$ cat src/rtl/fetch_sequencer_if.sv
// Bus bundle between the fetch sequencer and its IP register, instruction memory and decoder.
// master: the sequencer itself; slave: the surrounding environment.
`ifndef GR_SIZE
`define GR_SIZE 32
`endif

interface fetch_sequencer_if;
    logic        [`GR_SIZE-1:0] ipValue;
    logic signed [`GR_SIZE-1:0] ipAdjust;
    logic                       ipUpdateEnable;
    logic                       ipSetEnable;

    logic        [`GR_SIZE-1:0] memAddr;
    logic                       memReq;
    logic                       memAck;
    logic        [31:0]         memData;

    logic        [31:0]         instr;
    logic                       instrValid;
    logic                       instrReady;

    logic                       branchValid;
    logic                       branchRelative;
    logic signed [`GR_SIZE-1:0] branchTarget;

    logic                       fault;

    modport master (
        input  ipValue,
        output ipAdjust, ipUpdateEnable, ipSetEnable,
        output memAddr, memReq,
        input  memAck, memData,
        output instr, instrValid,
        input  instrReady,
        input  branchValid, branchRelative, branchTarget,
        output fault
    );

    modport slave (
        output ipValue,
        input  ipAdjust, ipUpdateEnable, ipSetEnable,
        input  memAddr, memReq,
        output memAck, memData,
        input  instr, instrValid,
        output instrReady,
        output branchValid, branchRelative, branchTarget,
        input  fault
    );
endinterface

$ cat src/rtl/fetch_sequencer.sv
// Instruction fetch sequencer: fetches at the IP, hands words to the decoder, steps or redirects the IP.
// Optional fetch watchdog with sticky fault enabled by defining FETCH_TIMEOUT_EN.
`ifndef GR_SIZE
`define GR_SIZE 32
`endif

module fetch_sequencer #(
    parameter int INSTR_BYTES   = 4,
    parameter int FETCH_TIMEOUT = 15
) (
    input  logic                clk,
    input  logic                resetEnable,
    fetch_sequencer_if.master   bus
);

`ifdef FETCH_TIMEOUT_EN
    typedef enum logic [2:0] {IDLE, REQ, HOLD, STEP, FAULT} state_t;
    localparam int CNT_W = $clog2(FETCH_TIMEOUT + 1);
`else
    typedef enum logic [1:0] {IDLE, REQ, HOLD, STEP} state_t;
`endif

    state_t                     state;
    logic signed [`GR_SIZE-1:0] ipAdjustQ;
    logic                       ipUpdateEnableQ;
    logic                       ipSetEnableQ;
    logic                       memReqQ;
    logic        [31:0]         instrQ;
    logic                       instrValidQ;
    logic                       redirect;

    // Redirects only count while the fetch loop is live; IDLE and FAULT ignore them.
    assign redirect = bus.branchValid &&
                      ((state == REQ) || (state == HOLD) || (state == STEP));

`ifdef FETCH_TIMEOUT_EN
    logic [CNT_W-1:0] waitCount;
    logic             faultQ;

    always_ff @(posedge clk) begin
        if (resetEnable) begin
            state           <= IDLE;
            ipAdjustQ       <= '0;
            ipUpdateEnableQ <= 1'b0;
            ipSetEnableQ    <= 1'b0;
            memReqQ         <= 1'b0;
            instrQ          <= '0;
            instrValidQ     <= 1'b0;
            waitCount       <= '0;
            faultQ          <= 1'b0;
        end else begin
            ipUpdateEnableQ <= 1'b0;
            ipSetEnableQ    <= 1'b0;
            if (redirect) begin
                instrValidQ     <= 1'b0;
                memReqQ         <= 1'b0;
                ipAdjustQ       <= bus.branchTarget;
                ipUpdateEnableQ <= bus.branchRelative;
                ipSetEnableQ    <= !bus.branchRelative;
                state           <= STEP;
            end else begin
                case (state)
                    IDLE: begin
                        memReqQ   <= 1'b1;
                        waitCount <= '0;
                        state     <= REQ;
                    end
                    REQ: begin
                        // An ack on the expiry cycle still completes the fetch.
                        if (bus.memAck) begin
                            instrQ      <= bus.memData;
                            instrValidQ <= 1'b1;
                            memReqQ     <= 1'b0;
                            state       <= HOLD;
                        end else if (waitCount == CNT_W'(FETCH_TIMEOUT - 1)) begin
                            memReqQ <= 1'b0;
                            faultQ  <= 1'b1;
                            state   <= FAULT;
                        end else begin
                            waitCount <= waitCount + 1'b1;
                        end
                    end
                    HOLD: begin
                        if (bus.instrReady) begin
                            instrValidQ     <= 1'b0;
                            ipAdjustQ       <= `GR_SIZE'(INSTR_BYTES);
                            ipUpdateEnableQ <= 1'b1;
                            state           <= STEP;
                        end
                    end
                    STEP: begin
                        memReqQ   <= 1'b1;
                        waitCount <= '0;
                        state     <= REQ;
                    end
                    FAULT: begin
                        state <= FAULT;
                    end
                    default: begin
                        state <= IDLE;
                    end
                endcase
            end
        end
    end

    assign bus.fault = faultQ;
`else
    always_ff @(posedge clk) begin
        if (resetEnable) begin
            state           <= IDLE;
            ipAdjustQ       <= '0;
            ipUpdateEnableQ <= 1'b0;
            ipSetEnableQ    <= 1'b0;
            memReqQ         <= 1'b0;
            instrQ          <= '0;
            instrValidQ     <= 1'b0;
        end else begin
            ipUpdateEnableQ <= 1'b0;
            ipSetEnableQ    <= 1'b0;
            if (redirect) begin
                instrValidQ     <= 1'b0;
                memReqQ         <= 1'b0;
                ipAdjustQ       <= bus.branchTarget;
                ipUpdateEnableQ <= bus.branchRelative;
                ipSetEnableQ    <= !bus.branchRelative;
                state           <= STEP;
            end else begin
                case (state)
                    IDLE: begin
                        memReqQ <= 1'b1;
                        state   <= REQ;
                    end
                    REQ: begin
                        if (bus.memAck) begin
                            instrQ      <= bus.memData;
                            instrValidQ <= 1'b1;
                            memReqQ     <= 1'b0;
                            state       <= HOLD;
                        end
                    end
                    HOLD: begin
                        if (bus.instrReady) begin
                            instrValidQ     <= 1'b0;
                            ipAdjustQ       <= `GR_SIZE'(INSTR_BYTES);
                            ipUpdateEnableQ <= 1'b1;
                            state           <= STEP;
                        end
                    end
                    STEP: begin
                        memReqQ <= 1'b1;
                        state   <= REQ;
                    end
                    default: begin
                        state <= IDLE;
                    end
                endcase
            end
        end
    end

    assign bus.fault = 1'b0;

    // The watchdog is absent here, so its limit only has to be sane.
    if (FETCH_TIMEOUT < 1) begin : g_badTimeout
        $error("fetch_sequencer: FETCH_TIMEOUT must be at least 1");
    end
`endif

    // The IP register is upstream and stable, so the address can follow it directly.
    assign bus.memAddr        = (state == REQ) ? bus.ipValue : '0;
    assign bus.memReq         = memReqQ;
    assign bus.ipAdjust       = ipAdjustQ;
    assign bus.ipUpdateEnable = ipUpdateEnableQ;
    assign bus.ipSetEnable    = ipSetEnableQ;
    assign bus.instr          = instrQ;
    assign bus.instrValid     = instrValidQ;

    enablesExclusive: assert property (@(posedge clk) !(ipUpdateEnableQ && ipSetEnableQ));

endmodule
$ cat src/flat_wrapper.sv
// flat-port wrapper written by rule: the top's interface ports become plain ports
module fetch_sequencer_flat 
#(
    parameter int INSTR_BYTES   = 4,
    parameter int FETCH_TIMEOUT = 15
)
  (clk, resetEnable, bus_ipValue, bus_ipAdjust, bus_ipUpdateEnable, bus_ipSetEnable, bus_memAddr, bus_memReq, bus_memAck, bus_memData, bus_instr, bus_instrValid, bus_instrReady, bus_branchValid, bus_branchRelative, bus_branchTarget, bus_fault);
  fetch_sequencer_if bus_i ();
  input  logic clk;
  input  logic resetEnable;
  input wire logic [$bits(bus_i.ipValue)-1:0] bus_ipValue;
  output wire logic [$bits(bus_i.ipAdjust)-1:0] bus_ipAdjust;
  output wire logic [$bits(bus_i.ipUpdateEnable)-1:0] bus_ipUpdateEnable;
  output wire logic [$bits(bus_i.ipSetEnable)-1:0] bus_ipSetEnable;
  output wire logic [$bits(bus_i.memAddr)-1:0] bus_memAddr;
  output wire logic [$bits(bus_i.memReq)-1:0] bus_memReq;
  input wire logic [$bits(bus_i.memAck)-1:0] bus_memAck;
  input wire logic [$bits(bus_i.memData)-1:0] bus_memData;
  output wire logic [$bits(bus_i.instr)-1:0] bus_instr;
  output wire logic [$bits(bus_i.instrValid)-1:0] bus_instrValid;
  input wire logic [$bits(bus_i.instrReady)-1:0] bus_instrReady;
  input wire logic [$bits(bus_i.branchValid)-1:0] bus_branchValid;
  input wire logic [$bits(bus_i.branchRelative)-1:0] bus_branchRelative;
  input wire logic [$bits(bus_i.branchTarget)-1:0] bus_branchTarget;
  output wire logic [$bits(bus_i.fault)-1:0] bus_fault;
  assign bus_i.ipValue = bus_ipValue;
  assign bus_ipAdjust = bus_i.ipAdjust;
  assign bus_ipUpdateEnable = bus_i.ipUpdateEnable;
  assign bus_ipSetEnable = bus_i.ipSetEnable;
  assign bus_memAddr = bus_i.memAddr;
  assign bus_memReq = bus_i.memReq;
  assign bus_i.memAck = bus_memAck;
  assign bus_i.memData = bus_memData;
  assign bus_instr = bus_i.instr;
  assign bus_instrValid = bus_i.instrValid;
  assign bus_i.instrReady = bus_instrReady;
  assign bus_i.branchValid = bus_branchValid;
  assign bus_i.branchRelative = bus_branchRelative;
  assign bus_i.branchTarget = bus_branchTarget;
  assign bus_fault = bus_i.fault;
  fetch_sequencer #(.INSTR_BYTES(INSTR_BYTES), .FETCH_TIMEOUT(FETCH_TIMEOUT)) u_core (.clk(clk), .resetEnable(resetEnable), .bus(bus_i));
endmodule
$ cat config.mk
export PLATFORM = sky130hd
export DESIGN_NAME = fetch_sequencer_flat
export DESIGN_NICKNAME = d
export VERILOG_FILES = /design/src/rtl/fetch_sequencer_if.sv /design/src/rtl/fetch_sequencer.sv /design/src/flat_wrapper.sv
export SDC_FILE = /design/constraint.sdc
export NUM_CORES = 1
export LEC_CHECK = 0
export CAP_MARGIN = 10
export CORE_MARGIN = 3
export CORE_UTILIZATION = 35
export DETAILED_ROUTE_END_ITERATION = 6
export PLACE_DENSITY = 0.79
export SYNTH_ARGS = -nofsm -noshare
export SYNTH_HDL_FRONTEND = slang
export SYNTH_SLANG_ARGS = --single-unit
$ cat constraint.sdc
create_clock -name clk -period 5.3 [get_ports clk]
set_input_delay 1.06 -clock clk [delete_from_list [all_inputs] [get_ports clk]]
set_output_delay 1.06 -clock clk [all_outputs]
set_load 0.05 [all_outputs]
==> results by group, run 1 <==
Synth
  – YS warnings: 0
  – Area share of fa/ha/maj cells after synthesis: 1.78%
  – Syn Area/Cell: 9.34 um2
  – Top cells by area, synth: dfxtp_1, a32o_1, and2_1, a21oi_1, o21ai_0
  – Register area share after synthesis: 49.8%
  – Post-Synth Simple-Gate Area: between 15 and 20%
  – Xor/xnor cell area share of the yosys netlist: 0%
  – Top cell type by total area after synthesis: dfxtp_1
  – Compound-Gate Fraction of Synth Area: 25.5%
  – Yosys top cell area share: 49.8%
  – Mux cell area share after synthesis: 0%
  – Post-Synthesis Cells: 301
  – Post-synthesis net count: 407
  – Library cells used by synthesis: 30
  – Largest family of logic cells by synthesized area: compound AO/OA/AOI/OAI gates
  – Synthesis-stage register bit count: 70
  – Area of the mapped netlist: 2810 um2

Finish
  – Share of layout cells above drive strength 1: ~4.7%
  – Final core utilization: around two thirds
  – Area growth syn-to-layout: 79.6%
  – Post-layout instance area: 5050 um2
  – Fillers: approximately 650
  – Antenna fix cells: 0
  – Fin nets: 590

Power
  – Overall Power: 1680 uW
  – Pwr Density: ~330 nW/um2
  – Leak: 0.00178 uW
  – IR drop worst, VDD: 0.000239 V

Floorplanning
  – Width of the die: between 90 and 100 um
  – Die H: 95.6 um
  – Die ar.: 9140 um2
  – Core region area: approximately 7800 um2
  – Row cnt: 32
  – Initial Util: between 30% and 40%
  – I/O Pins: 203

CTS
  – Clock root cell: clkbuf_8
  – CTS H-tree depth: 3
  – Num CTS Buffers: 9
  – Worst-path clk slew: 0.07 ns
  – TritonCTS Sinks: 70
  – Worst skew pair latency: 0.33 ns
  – CTS tree: built
  – Post-CTS Setup Bufs: 0
  – Post-CTS resize count: 0
  – Hold Buf Count CTS: 0
  – Maximum clock path buffer count: 2

Global routing
  – First-pass GRT wire length: 13900 um
  – Vias in the first global route: 2797
  – GRT Util Overall: about a fifth
  – Initial antenna violation count: 0
  – Congestion Overflow GR: 0
  – Largest net degree at the start of global routing: 41

Route
  – Drt wl/cell: ~16 um
  – Routed vias/inst: between 5 and 6
  – Total number of vias: 3037
  – Drt first-iter violations: 126
  – Antenna-violating nets left: 0
  – Drt pass-1 iters: 4
  – Drt drc: 0
  – Wirelength, routed: just over 9000 um

Hold path
  – Hold EP: u_core.bus.ipAdjust[2]
  – Hold-critical path depth: 2
  – Type of the most critical hold path: flop to flop
  – Hold path start: u_core.bus.ipAdjust[2]

Timing
  – Hold slack: 0.453 ns
  – Setup tns final: 0 ns
  – Finish-stage setup viols: 0
  – Clk_skew: 0.00827 ns
  – Unrepaired setup endpoints after global routing: no
  – Fin crit period: 3.65 ns
  – Slew Viols, Final: 0
  – Worst-Margin Slew: ~1.2 ns
  – Period utilisation layout: between 60% and 70%
  – Final Hold Vio Count: 0
  – Max Freq: 274 MHz
  – Worst relative slew slack: 18.4%

Setup path
  – Arrival @ worst endpoint: about 2.6 ns
  – FF-to-FF setup slack: ~2.6 ns
  – Setup Crit Path Kind: flop to output pin
  – Reg-to-reg endpoint: u_core.bus.instr[10]
  – Startpoint class of the critical path: flop
  – Worst setup EP type: output pin
  – Critical Path RT: 4.24 ns
  – Reg2Reg Launch Point: u_core.state[1]
  – Crit path max fanout: 36
  – Worst r2r path cells: 5

Place
  – Detailed placement HPWL: 6770 um
  – IO Port Bufs: 201
  – Placed Area: 4820 um2
  – GP Congestion: 0.860

Run status
  – Outcome: finished clean

Run
  – Max cap viols: 0
## layer usage
layer  track usage (%)  up-vias  wire, um
li1                  -     1462         -
met1              22.8     1443      3690
met2              31.6      121      4510
met3              8.13       11       976
met4              5.92        0       116
met5                 0        -         0
## placed cells by master (no fill, tap or decap), types with 2 or more instances in the layout
master / n
a21oi_1: 36
clkbuf_8: 11
nor2_1: 2
dfxtp_1: 70
nor2b_1: 3
bufinv_16: 2
and2_1: 33
o21ai_0: 35
buf_4: 2
nand3_1: 34
ha_1: 4
inv_1: 5
nand2_1: 2
a32o_1: 31
clkdlybuf4s50_1: 201
## critical path, cell delays in order (launching register included)
cell and delay, ns:
dfxtp_1 0.34, inv_1 0.10, ha_1 0.74, and2_1 0.26, clkdlybuf4s50_1 0.82
## power by group
| group | total [uW] | internal, uW | switching (uW) |
|---|---|---|---|
| clock network | 486 | 291 | 196 |
| registers | 588 | 567 | 21.0 |
| logic | 605 | 226 | 379 |
## cell families after synthesis
group,Yosys count
AO/OA/AOI/OAI,108
adder cells (fa/ha/maj),4
buffers and inverters,37
flip-flops,70
other,1
AND/OR/NAND/NOR,81
## sequential cells by signal, summed over array words and instances, names as in the netlist
name / cells
u_core.bus.ipUpdateEnable: 1
u_core.bus.instrValid: 1
u_core.bus.memReq: 1
u_core.bus.ipAdjust: 32
u_core.bus.instr: 32
u_core.bus.ipSetEnable: 1
u_core.state: 2
## synth_stat cells
library cell and count:
buf_6 3, clkbuf_2 2, nor3_1 2, a32o_1 31, a221o_2 1, nand3b_1 1, nand2b_1 1, nand2_1 2
buf_4 1, nor2_1 2, clkbuf_1 14, buf_1 2, ha_1 4, conb_1 1, o21ai_0 35, o31ai_1 1
a31oi_1 1, clkinv_1 1, nand3_1 34, buf_2 9, and2_1 33, o2111a_1 1, dfxtp_1 70, nor2b_1 4
a211oi_1 1, nand2b_4 1, a21oi_1 36, or2_2 1, o21a_1 1, inv_1 5
## worst max-delay path by stage
| stage | start | endpoint |
|---|---|---|
| after CTS | u_core.state[1] | bus_memAddr[31] |
| after detailed placement | bus_ipValue[18] | bus_memAddr[18] |
| after global routing | u_core.state[1] | bus_memAddr[11] |
| after global placement | bus_ipValue[18] | bus_memAddr[18] |
| final | u_core.state[1] | bus_memAddr[20] |
| after floorplan | bus_ipValue[17] | bus_memAddr[17] |
## final cells by class
cell class                 count  area [um2]  share of cell area (%)
clock buffer                  11         151                    3.00
clock inverter                 5        81.3                    1.61
inverter                       6        22.5                   0.446
multi-input combinational    194        1240                    24.5
sequential                    70        1400                    27.8
tap                          102         128                    2.53
timing repair buffer         203        2030                    40.1
## metrics by stage
stage	cells	worst slack (ns)
3_3_place_gp	575	1.77
6_report	591	1.65
3_5_place_dp	575	1.76
4_1_cts	591	1.63
5_1_grt	591	1.43
2_1_floorplan	301	2.77
(Power assumes the default switching activity.)
==> inputs of run 2 (changes only) <==
Clock period 5.3 ns to 3.8 ns, I/O delays scaled along.
==> run 2 against run 1 <==
Against the previous run:
- cell count increased by 0.34%
- count of clock-buffer cells in the layout unchanged
- sequential share of layout area increased by 0.097 points
- routed wire length increased by 2.7%
- register-to-register slack got worse by 1.5 ns
- power increased by 35%
- first-iteration DRC count decreased by 2.4%
- highest routed layer unchanged
==> results by group, run 2 (synthesis results as in run 1) <==
Run status
  – Outcome: finished clean

CTS
  – CTS tree: built
  – Hold Buf Count CTS: 0 (unchanged)
  – Worst skew pair latency: 0.33 ns (about the same)
  – Post-CTS resize count: 0 (unchanged)
  – Clock root cell: clkbuf_8
  – Maximum clock path buffer count: 2 (unchanged)
  – Worst-path clk slew: 0.07 ns (about the same)
  – TritonCTS Sinks: 70 (unchanged)
  – CTS H-tree depth: 3 (unchanged)
  – Num CTS Buffers: 9 (unchanged)
  – Post-CTS Setup Bufs: 0 (unchanged)

Timing
  – Final Hold Vio Count: 0 (unchanged)
  – Clk_skew: 0.00864 ns (+0.000371 ns)
  – Slew Viols, Final: 0 (unchanged)
  – Unrepaired setup endpoints after global routing: no
  – Post-route worst setup slack: 0.448 ns (-1.20 ns)
  – Max Freq: 298 MHz
  – Setup tns final: 0 ns (unchanged)
  – Worst relative slew slack: 36.9% (+19 points)
  – Period utilisation layout: 88.2%
  – Finish-stage setup viols: 0 (unchanged)
  – Worst-Margin Slew: 0.940 ns (-0.283 ns)
  – Fin crit period: approximately 3.4 ns

Run
  – Max cap viols: 0 (unchanged)

Power
  – Pwr Density: 451 nW/um2 (+35%)
  – Overall Power: 2270 uW (+35%)
  – Leak: 0.00177 uW (-0.54%)
  – IR drop worst, VDD: 0.000231 V (-3.3%)

Setup path
  – Reg2Reg Launch Point: u_core.state[1]
  – Critical Path RT: 3.04 ns (-1.20 ns)
  – Setup Crit Path Kind: flop to output pin
  – Arrival @ worst endpoint: 2.59 ns (about the same)
  – Startpoint class of the critical path: flop
  – FF-to-FF setup slack: 1.11 ns (-1.53 ns)
  – Setup crit start: u_core.state[1]
  – Reg-to-reg endpoint: u_core.bus.instr[8]
  – Worst r2r path cells: 5 (unchanged)
  – Critical Path End: bus_memAddr[31]
  – Crit path max fanout: 36 (unchanged)
  – Worst setup EP type: output pin

Route
  – Antenna-violating nets left: 0 (unchanged)
  – Routed wl met3: 956 um (-2.0%)
  – Total number of vias: 2985 (-1.7%)
  – Drt wl/cell: 16.1 um (+2.4%)
  – Drt first-iter violations: 123 (-2.4%)
  – M1 wire length: 3820 um (+3.4%)
  – Drt drc: 0 (unchanged)
  – Routed vias/inst: 5.03 (-2.0%)
  – Wirelength, routed: 9550 um (+2.7%)
  – Highest Signal Layer: met4
  – Drt pass-1 iters: 4 (unchanged)
  – WL met2: 4730 um (+4.9%)

Finish
  – Final core utilization: 64.8% (-0.23 points)
  – Most frequent cells in the layout: clkdlybuf4s50_1, dfxtp_1, a21oi_1, o21ai_0, nand3_1
  – Antenna fix cells: 0 (unchanged)
  – Fin nets: 592 (+0.34%)
  – Area growth syn-to-layout: 79.0%
  – FF/Latch Area: 1400 um2 (unchanged)
  – Commonest non-fill, non-tap cell in the layout: clkdlybuf4s50_1
  – Fillers: 671 (+3.5%)
  – Post-layout instance area: 5030 um2 (-0.35%)
  – Share of layout cells above drive strength 1: 4.89% (+0.18 points)
  – Multi-input gate area: 1240 um2 (unchanged)

Place
  – Dpl ws: 0.779 ns (-0.986 ns)
  – Placed Area: 4830 um2 (+0.31%)
  – GP Congestion: 0.871 (+1.2%)
  – IO Port Bufs: 201 (unchanged)
  – Detailed placement HPWL: 6920 um (+2.2%)

Hold path
  – Type of the most critical hold path: flop to flop

Global routing
  – First-pass GRT wire length: 14100 um (+1.6%)
  – Vias in the first global route: 2895 (+3.5%)
  – GRT Util Overall: 19.6% (+0.36 points)
  – Congestion Overflow GR: 0 (unchanged)
  – Initial antenna violation count: 0 (unchanged)
  – Largest net degree at the start of global routing: 41 (unchanged)

Floorplanning
  – Die ar.: 9140 um2 (unchanged)
  – Width of the die: 95.6 um (unchanged)
  – Die H: 95.6 um (unchanged)
  – I/O Pins: 203 (unchanged)
  – Row cnt: 32 (unchanged)
  – Initial Util: 36.2% (unchanged)
  – Core region area: 7770 um2 (unchanged)
==> run 2: stage by stage <==
| step | std cells | hold slack [ns] |
|---|---|---|
| floorplan | 301 | 0.501 |
| global placement | 577 | 0.435 |
| detailed placement | 577 | 0.438 |
| CTS | 593 | 0.449 |
| global route | 593 | 0.479 |
| finish | 593 | 0.447 |
==> run 2: per-layer routing <==
metal | vias to the layer above | track usage, %
met3 | 4 | 7.34
met2 | 126 | 33.2
met4 | 0 | 5.33
met5 | - | 0
li1 | 1461 | -
met1 | 1394 | 23.2
==> run 2: worst min path at each step <==
stage                           start                     end  slack (ns)  cells after the start
6_report       u_core.bus.ipAdjust[2]  u_core.bus.ipAdjust[2]        0.45                      2
5_1_grt        u_core.bus.ipAdjust[2]  u_core.bus.ipAdjust[2]        0.48                      2
4_1_cts        u_core.bus.ipAdjust[2]  u_core.bus.ipAdjust[2]        0.45                      2
3_5_place_dp   u_core.bus.ipAdjust[2]  u_core.bus.ipAdjust[2]        0.44                      2
3_3_place_gp   u_core.bus.ipAdjust[2]  u_core.bus.ipAdjust[2]        0.43                      2
2_1_floorplan         u_core.state[1]         u_core.state[1]        0.50                      2
==> run 2: final cells by class <==
class / count / share of cell area [%]
Timing Repair Buffer: 205 / 40.6
Sequential cell: 70 / 27.8
Multi-Input combinational cell: 194 / 24.6
Clock buffer: 11 / 2.81
Tap cell: 102 / 2.54
Clock inverter: 5 / 1.17
Inverter: 6 / 0.448
==> run 2: worst max-delay path, stage by stage, from the launching register on <==
cell and delay [ns]:
dfxtp_1 0.34, inv_1 0.10, ha_1 0.75, and2_1 0.26, clkdlybuf4s50_1 0.81
==> run 2: where the power goes <==
| part | internal (uW) | switching (uW) |
|---|---|---|
| registers | 791 | 28.9 |
| clock network | 321 | 275 |
| logic | 319 | 533 |
| total | 1430 | 837 |
